===== config.mk =====
export PLATFORM = sky130hd
export DESIGN_NAME = edge_setup_ctrl
export DESIGN_NICKNAME = d
export VERILOG_FILES = /design/src/rtl/edge_setup_ctrl.sv
export SDC_FILE = /design/constraint.sdc
export NUM_CORES = 2
export LEC_CHECK = 0
export CAP_MARGIN = 20
export CORE_MARGIN = 4
export CORE_UTILIZATION = 35
export CTS_CLUSTER_DIAMETER = 200
export DETAILED_ROUTE_END_ITERATION = 6
export MAX_ROUTING_LAYER = met4
export SLEW_MARGIN = 15
export SYNTH_ARGS = -nofsm -noshare
export SYNTH_HDL_FRONTEND = slang
export SYNTH_SLANG_ARGS = --single-unit

===== constraint.sdc =====
create_clock -name clk -period 10.62 [get_ports clk]
set_input_delay 1.062 -clock clk [delete_from_list [all_inputs] [get_ports clk]]
set_output_delay 1.062 -clock clk [all_outputs]
set_load 0.01 [all_outputs]

===== src/rtl/edge_setup_ctrl.sv =====
// edge_setup_ctrl: frame and line scheduler for the edge-function rasteriser.
//
// Takes one triangle from the vertex stage into a shadow buffer and commits it
// at the start of vblank. It then computes the line-0 edge initial values with
// one shared multiplier, and advances them by b_i in every hblank. The
// rasteriser loads e*_init_t1 at x == H_LOAD.
//
// Ports:
//   clk, reset            clock, asynchronous active-high reset
//   x, y                  VGA column / line counters
//   vtx_valid, vtx_ready  vertex handshake (ready = shadow buffer empty)
//   in_x0..in_y2          offered triangle (signed 20-bit)
//   x_screen_v*, y_screen_v*  active triangle, to the rasteriser
//   e0/e1/e2_init_t1      edge init values for the next line load
//   busy                  commit, setup or line update in progress
//   late_err              sticky: busy was still set at x == H_LOAD
//
// Optional feature: define BACKFACE_CULL_EN to add a signed-area test to
// SETUP. Triangles with area <= 0 force all e_init to 20'h80000 for the frame.
module edge_setup_ctrl #(
    parameter int unsigned H_ACTIVE = 640,
    parameter int unsigned V_ACTIVE = 480,
    parameter int unsigned H_LOAD   = 799
) (
    input  logic               clk,
    input  logic               reset,
    input  logic [9:0]         x,
    input  logic [9:0]         y,
    input  logic               vtx_valid,
    output logic               vtx_ready,
    input  logic signed [19:0] in_x0,
    input  logic signed [19:0] in_y0,
    input  logic signed [19:0] in_x1,
    input  logic signed [19:0] in_y1,
    input  logic signed [19:0] in_x2,
    input  logic signed [19:0] in_y2,
    output logic signed [19:0] x_screen_v0,
    output logic signed [19:0] y_screen_v0,
    output logic signed [19:0] x_screen_v1,
    output logic signed [19:0] y_screen_v1,
    output logic signed [19:0] x_screen_v2,
    output logic signed [19:0] y_screen_v2,
    output logic signed [19:0] e0_init_t1,
    output logic signed [19:0] e1_init_t1,
    output logic signed [19:0] e2_init_t1,
    output logic               busy,
    output logic               late_err
);

    localparam logic [1:0] S_IDLE   = 2'd0;
    localparam logic [1:0] S_COMMIT = 2'd1;
    localparam logic [1:0] S_SETUP  = 2'd2;
    localparam logic [1:0] S_LINE   = 2'd3;

`ifdef BACKFACE_CULL_EN
    localparam logic [2:0] SETUP_LAST = 3'd7;
`else
    localparam logic [2:0] SETUP_LAST = 3'd5;
`endif

    localparam int unsigned V_LAST_I = V_ACTIVE - 1;
    localparam logic [9:0]  H_ACT    = H_ACTIVE[9:0];
    localparam logic [9:0]  V_ACT    = V_ACTIVE[9:0];
    localparam logic [9:0]  V_LAST   = V_LAST_I[9:0];
    localparam logic [9:0]  H_LD     = H_LOAD[9:0];

    logic               shadow_full;
    logic signed [19:0] sh_x0, sh_y0, sh_x1, sh_y1, sh_x2, sh_y2;

    logic [1:0] state_q, state_d, st;
    logic [2:0] step_q, step_d;
    logic       frame_trig, line_trig, line_en;

    logic signed [19:0] a0, a1, a2, b0, b1, b2;
    logic signed [19:0] mul_a, mul_b, prod;
    logic signed [19:0] acc_sel, acc_diff;
    logic signed [19:0] add_a, add_b, add_sum;

`ifdef BACKFACE_CULL_EN
    logic signed [19:0] dy20, area_q, area_sum;
    logic               culled_q;
    assign dy20     = y_screen_v2 - y_screen_v0;
    assign area_sum = area_q + prod;
    assign line_en  = !culled_q;
`else
    assign line_en  = 1'b1;
`endif

    assign vtx_ready  = !shadow_full;
    assign frame_trig = (y == V_ACT) && (x == 10'd0);
    assign line_trig  = (y < V_LAST) && (x == H_ACT);

    // Edge i runs vi -> vj, j = (i+1) mod 3.
    assign a0 = y_screen_v1 - y_screen_v0;
    assign a1 = y_screen_v2 - y_screen_v1;
    assign a2 = y_screen_v0 - y_screen_v2;
    assign b0 = x_screen_v0 - x_screen_v1;
    assign b1 = x_screen_v1 - x_screen_v2;
    assign b2 = x_screen_v2 - x_screen_v0;

    // The trigger cycle itself is the first COMMIT / LINE_UPD cycle, so busy
    // covers exactly the columns in which work happens.
    always_comb begin
        st = state_q;
        if (state_q == S_IDLE) begin
            if (frame_trig) begin
                st = S_COMMIT;
            end else if (line_trig) begin
                st = S_LINE;
            end
        end
    end

    assign busy = (st != S_IDLE);

    always_comb begin
        state_d = state_q;
        step_d  = step_q;
        case (st)
            S_COMMIT: begin
                state_d = S_SETUP;
                step_d  = 3'd0;
            end
            S_SETUP: begin
                state_d = S_SETUP;
                if (step_q == SETUP_LAST) begin
                    state_d = S_IDLE;
                    step_d  = 3'd0;
                end else begin
                    step_d = step_q + 3'd1;
                end
            end
            S_LINE: begin
                state_d = S_LINE;
                if (step_q == 3'd2) begin
                    state_d = S_IDLE;
                    step_d  = 3'd0;
                end else begin
                    step_d = step_q + 3'd1;
                end
            end
            default: begin
                state_d = S_IDLE;
                step_d  = 3'd0;
            end
        endcase
    end

    // Shared multiplier operand select; the product keeps only the low 20 bits.
    always_comb begin
        mul_a = '0;
        mul_b = '0;
        case (step_q)
            3'd0: begin mul_a = x_screen_v0; mul_b = a0; end
            3'd1: begin mul_a = y_screen_v0; mul_b = b0; end
            3'd2: begin mul_a = x_screen_v1; mul_b = a1; end
            3'd3: begin mul_a = y_screen_v1; mul_b = b1; end
            3'd4: begin mul_a = x_screen_v2; mul_b = a2; end
            3'd5: begin mul_a = y_screen_v2; mul_b = b2; end
`ifdef BACKFACE_CULL_EN
            3'd6: begin mul_a = b2;          mul_b = a0; end
            3'd7: begin mul_a = dy20;        mul_b = b0; end
`endif
            default: ;
        endcase
    end

    assign prod = mul_a * mul_b;

    always_comb begin
        case (step_q[2:1])
            2'd0:    acc_sel = e0_init_t1;
            2'd1:    acc_sel = e1_init_t1;
            default: acc_sel = e2_init_t1;
        endcase
    end

    assign acc_diff = acc_sel - prod;

    always_comb begin
        case (step_q[1:0])
            2'd0:    begin add_a = e0_init_t1; add_b = b0; end
            2'd1:    begin add_a = e1_init_t1; add_b = b1; end
            default: begin add_a = e2_init_t1; add_b = b2; end
        endcase
    end

    assign add_sum = add_a + add_b;

    always_ff @(posedge clk or posedge reset) begin
        if (reset) begin
            state_q     <= S_IDLE;
            step_q      <= 3'd0;
            shadow_full <= 1'b0;
            sh_x0 <= '0; sh_y0 <= '0; sh_x1 <= '0;
            sh_y1 <= '0; sh_x2 <= '0; sh_y2 <= '0;
            x_screen_v0 <= '0; y_screen_v0 <= '0; x_screen_v1 <= '0;
            y_screen_v1 <= '0; x_screen_v2 <= '0; y_screen_v2 <= '0;
            e0_init_t1  <= '0;
            e1_init_t1  <= '0;
            e2_init_t1  <= '0;
            late_err    <= 1'b0;
`ifdef BACKFACE_CULL_EN
            area_q      <= '0;
            culled_q    <= 1'b0;
`endif
        end else begin
            state_q <= state_d;
            step_q  <= step_d;

            if (vtx_valid && !shadow_full) begin
                sh_x0 <= in_x0; sh_y0 <= in_y0; sh_x1 <= in_x1;
                sh_y1 <= in_y1; sh_x2 <= in_x2; sh_y2 <= in_y2;
                shadow_full <= 1'b1;
            end

            if (busy && (x == H_LD)) begin
                late_err <= 1'b1;
            end

            case (st)
                S_COMMIT: begin
                    // Commit and a new transfer are exclusive: transfers need an empty shadow.
                    if (shadow_full) begin
                        x_screen_v0 <= sh_x0; y_screen_v0 <= sh_y0;
                        x_screen_v1 <= sh_x1; y_screen_v1 <= sh_y1;
                        x_screen_v2 <= sh_x2; y_screen_v2 <= sh_y2;
                        shadow_full <= 1'b0;
                    end
                    e0_init_t1 <= '0;
                    e1_init_t1 <= '0;
                    e2_init_t1 <= '0;
                end
                S_SETUP: begin
                    case (step_q[2:1])
                        2'd0: e0_init_t1 <= acc_diff;
                        2'd1: e1_init_t1 <= acc_diff;
                        2'd2: e2_init_t1 <= acc_diff;
                        default: begin
`ifdef BACKFACE_CULL_EN
                            if (!step_q[0]) begin
                                area_q <= prod;
                            end else if (area_sum <= 20'sd0) begin
                                e0_init_t1 <= 20'h80000;
                                e1_init_t1 <= 20'h80000;
                                e2_init_t1 <= 20'h80000;
                                culled_q   <= 1'b1;
                            end else begin
                                culled_q   <= 1'b0;
                            end
`endif
                        end
                    endcase
                end
                S_LINE: begin
                    if (line_en) begin
                        case (step_q[1:0])
                            2'd0:    e0_init_t1 <= add_sum;
                            2'd1:    e1_init_t1 <= add_sum;
                            default: e2_init_t1 <= add_sum;
                        endcase
                    end
                end
                default: ;
            endcase
        end
    end

endmodule

**Word-level counts from Yosys, hierarchy flattened**

Index checks and enable logic that the tools add are counted.

- $add $sub $neg: 9
- $mul: 1
- $lt $le $gt $ge: 1
- Eq/ne operators: 20
- Multiplexer cells: 26
- Reduce and logical (&&, ||, !) cells: 17

Operator list:

| kind | count |
|---|---|
| $pmux 20 s6 | 2 |
| $pmux 20 s3 | 3 |
| $sub 20x20->20 | 7 |
| $mux 20 | 6 |
| $pmux 20 s2 | 3 |
| $add 20x20->20 | 1 |
| $eq 10x10->1 const B | 2 |
| $mul 20x20->20 | 1 |
| $eq 10x9->1 const B | 1 |
| $logic_not 10->1 | 1 |
| $lt 10x9->1 const B | 1 |
| $mux 2 | 5 |
| $reduce_and 3->1 | 3 |
| $ne 2x2->1 const B | 4 |
| $eq 2x1->1 const B | 3 |
| $eq 2x2->1 const B | 3 |
| $eq 3x2->1 const B | 2 |
| $eq 3x3->1 const B | 2 |
| $logic_not 2->1 | 3 |
| $mux 3 | 2 |
| $pmux 2 s3 | 1 |
| $pmux 3 s2 | 1 |
| $logic_and 1x1->1 | 4 |
| $ne 2x1->1 const B | 2 |
| 9 further kinds | 11 |

- Bits in registers: 307
- Word-level logic and storage cells: 93

**Depth between registers and ports, before layout**

- Word-level depth: 8
- Depth in mapped cells: 44
- Gate-level depth less buffers: 42

**Worst setup path after synthesis**

OpenSTA, ideal clock, no wires.

- Path kind: register to register
- Start: register y_screen_v0[4]
- End: register e0_init_t1[19]
- Data arrival time: 9.902 ns
- Slack: 0.596 ns
- Cell stages (with the launch flop): 35
- Path buffers: 0
- Clock period less this slack: 10.024 ns
- Cell sequence: dfrtp_1 inv_1 ha_1 a2111o_1 or2_2 a221o_1 a311o_1 xnor2_1 o221ai_1 a2111oi_0 nor2_1 fa_1 ha_1 ha_1 fa_1 fa_1 fa_1 fa_1 xnor2_1 xnor2_1 xnor2_1 xnor2_1 xnor3_1 xnor3_1 xnor3_1 xor2_1 xnor3_1 xnor2_2 xor3_1 xnor2_1 mux2i_1 nand2b_1 a31oi_1 o31ai_1 o22a_1

- Longest elaborated chain between the ends: 6
- Elaborated cells on any way between the ends: 8
- Classes of those cells: 3 x add/sub; 1 x mul; 4 x mux

Ends and longest elaborated chain:

| element | line | text |
|---|---|---|
| from (decl) | 38 | `output logic signed [19:0] y_screen_v0,` |
| from (signal assigned) | 197 | `x_screen_v0 <= '0; y_screen_v0 <= '0; x_screen_v1 <= '0;` |
| from (signal assigned) | 225 | `x_screen_v0 <= sh_x0; y_screen_v0 <= sh_y0;` |
| $sub 20x20->20, on equally long branches | 96, 94 |  |
| $pmux 20 s6 | 153 | `case (step_q)` |
| $mul 20x20->20 * | 168 | `assign prod = mul_a * mul_b;` |
| $sub 20x20->20 * | 178 | `assign acc_diff = acc_sel - prod;` |
| $mux 20 * | 235 | `case (step_q[2:1])` |
| $pmux 20 s3 * | 221 | `case (st)` |
| to (signal assigned) | 236 | `2'd0: e0_init_t1 <= acc_diff;` |
| to (signal assigned) | 258 | `2'd0: e0_init_t1 <= add_sum;` |
| to (decl) | 43 | `output logic signed [19:0] e0_init_t1,` |

Mark *: on every way between the ends. The rest lies on a longest branch, timed or not. The select of a mux whose other input is x is not followed.
A chain may end at the register's enable or synchronous reset.

**Final worst setup path**

- Start: register x_screen_v0[0]
- End: register e0_init_t1[19]

- Longest elaborated chain between the ends: 6
- Elaborated cells on any way between the ends: 11
- Classes of those cells: 4 x add/sub; 1 x mul; 6 x mux

Ends and longest elaborated chain:

| element | line | text |
|---|---|---|
| from (decl) | 37 | `output logic signed [19:0] x_screen_v0,` |
| from (signal assigned) | 197 |  |
| from (signal assigned) | 225 |  |
| $sub 20x20->20, on equally long branches | 99, 97 |  |
| $pmux 20 s6 | 153 |  |
| $mul 20x20->20 | 168 |  |
| $sub 20x20->20 | 178 |  |
| $mux 20 | 235 |  |
| $pmux 20 s3 * | 221 |  |

Marked as above.

==> metrics <==
# IOs=326; crit end category=flip-flop; drt pass-1 iters=6; Clock Pin Slew Worst Setup and Hold Paths=0.06 ns; Post-Syn Area=28200 µm²; die area=85200 µm²; Final Slew Violations=0; area leader, netlist=dfrtp_1; hold_ws=0.459 ns; Slew HR=32.9%; CTS tree=yes; die height=292 µm; via count=23800; #FFs+latches synth=307; crit path kind=flip-flop to flip-flop; min cycle time layout=10.29 ns; clock tree skew after final layout=0.0399 ns; fmax=97.2 MHz; max cap viols=0; total track usage=23.5%; most frequent cells in the layout=365 x inv_1, 325 x clkdlybuf4s50_1, 298 x dfrtp_1; Worst Tran Pin Value=1.01 ns; initial antenna violation count=2; ANT nets after route=0; Max Root-Sink Buffers=3; Startpoint Class=flip-flop; Layout Cells excl Fill=4451; Vias per Instance=5.35; Post-synth ARST share=100%; final hold violations=0; CP peak stage delay=0.57 ns; largest cells by area after synthesis=dfrtp_1 27%, fa_1 12%, mux2_2 11%; # H-tree levels=2; net count after synthesis=3507; CTS root buffer=clkbuf_16; EDFF count, synth=0; status=finished, final reports clean; first-pass GRT wire length=150000 µm; Detailed Route WL=99600 µm; most used cell, CP=fa_1; Core Box Area=79400 µm²; num rows=103; commonest non-fill, non-tap cell in the layout=inv_1; clock sinks=307; post-synth cell types=85; Net count, final=3895; Final Wtd Congestion=0.988; Port Buf Inserts=325; Layout Area Growth over Synthesis=23.7%; Primary FF master, synth=dfrtp_1; total grt overflow=0; CTS buffer count=37; die extent in x=292 µm; DRC violations left=0; largest net degree at the start of global routing=158; DPL Wire Length=79300 µm; clk_lat worst skew=0.60 ns; Final period util=96.9%; Avg Inst Size Synth=9.45 µm²; Critical Path RT=11.10 ns; Seq/Total Area, Yosys=27.2%; slowest CP cell=fa_1; routed length per instance=22.4 µm; diode count=0; HP Class=flip-flop to flip-flop; crit path DAT=10.77 ns; synth warn=0; vias in the first global route=23700; layout cell share with drive strength beyond 1=17.1%; Inst Count DP=4371; Final setup viols=0; Yosys top cell area share=27.2%; CP Max Fanout=6; Post-Synthesis Cells=2986; Starting Density=35.5%; 1st-iter DRT viols=1685
## metal layers
layer / share of wire [%] / GRT usage [%] / up-vias
met3: 6.0 / 3.54 / 135
met1: 44 / 31.3 / 11900
met5: 0 / - / -
met2: 46 / 37.5 / 760
met4: 3.1 / 6.31 / 0
li1: - / - / 11100
## path summary, 6_finish.rpt
kind | from | end | slack (ns) | cells past startpoint
max in group asynchronous | reset | e1_init_t1[7] | 8.26 | 3
min in group asynchronous | reset | sh_y0[6] | 0.96 | 2
worst max-delay path | x_screen_v0[0] | e0_init_t1[19] | 0.33 | 40
worst min-delay path | late_err | late_err | 0.46 | 1
worst max register to register | x_screen_v0[0] | e0_init_t1[19] | 0.33 | 40
worst min register to register | late_err | late_err | 0.46 | 1
## area by class of cell
cell class	count	area [µm²]
Clock buffer	55	1090
Sequential cell	307	7700
Timing Repair Buffer	476	4440
Fill cell	7772	44500
Tap cell	1050	1310
Inverter	370	1400
Clock inverter	11	97.6
Multi-Input combinational cell	2182	18800
## timing repair
| action | 4_1_cts | 5_1_grt |
|---|---|---|
| buffers inserted | 1 | 9 |
| hold buffers | 0 | 0 |
| setup endpoints to repair | 3 | 3 |
| cloned | 0 | 1 |
| pin swaps | 1 | 20 |
| gates resized for setup | 3 | 43 |
## synth_stat cells (all sizes together), types with 7 or more instances
master	n
xnor2	117
nand4b	7
clkbuf	102
a22oi	11
or2	19
o21ai	118
a31oi	22
o21bai	25
ha	213
o22ai	33
nor4	9
a221oi	11
a21oi	143
buf	25
o21a	27
a222oi	8
a211oi	22
and2	32
mux2	288
nor3	29
nand2b	33
nand3b	8
nand2	274
nand4	11
mux2i	68
a211o	7
xor2	40
and3	14
o211ai	14
inv	367
o221ai	16
fa	165
a21o	50
or3	10
dfrtp	307
nand3	46
nor2	162
o31ai	12
nor2b	21
## cells by family (layout without fill, tap and decap cells)
group,count (synthesis),after routing,synth area share [%]
and+or+nand+nor,694,694,11.5
AOI/OAI and AO/OA,587,587,13.8
buffers and inverters,497,912,6.69
adders and majority gates,378,378,21.2
muxes,361,361,14.3
DFF,307,307,27.2
xor gates and xnor gates,162,162,5.33
## critical path: cells and delay by family (launching register included)
family,cells,cell delay [ns]
flops,1,0.42
xor+xnor,12,2.55
simple gates,3,0.47
fa+ha+maj,9,3.82
buf+inv,5,0.72
compound gates,11,2.19
## stage by stage
step | setup slack [ns] | utilization, % | instance area [µm²] | TNS (ns)
2_1_floorplan | 0.596 | - | 28200 | 0
3_3_place_gp | 0.0711 | 42.1 | 33400 | 0
3_5_place_dp | -0.115 | 42.1 | 33400 | -0.310
4_1_cts | 0.00359 | 43.6 | 34600 | 0
5_1_grt | -0.120 | 44.0 | 34900 | -0.306
6_report | 0.332 | 44.0 | 34900 | 0
Power is left out: the tool's default activity adds up to more than one toggle a clock period on the data nets, which glitch-free logic cannot reach.
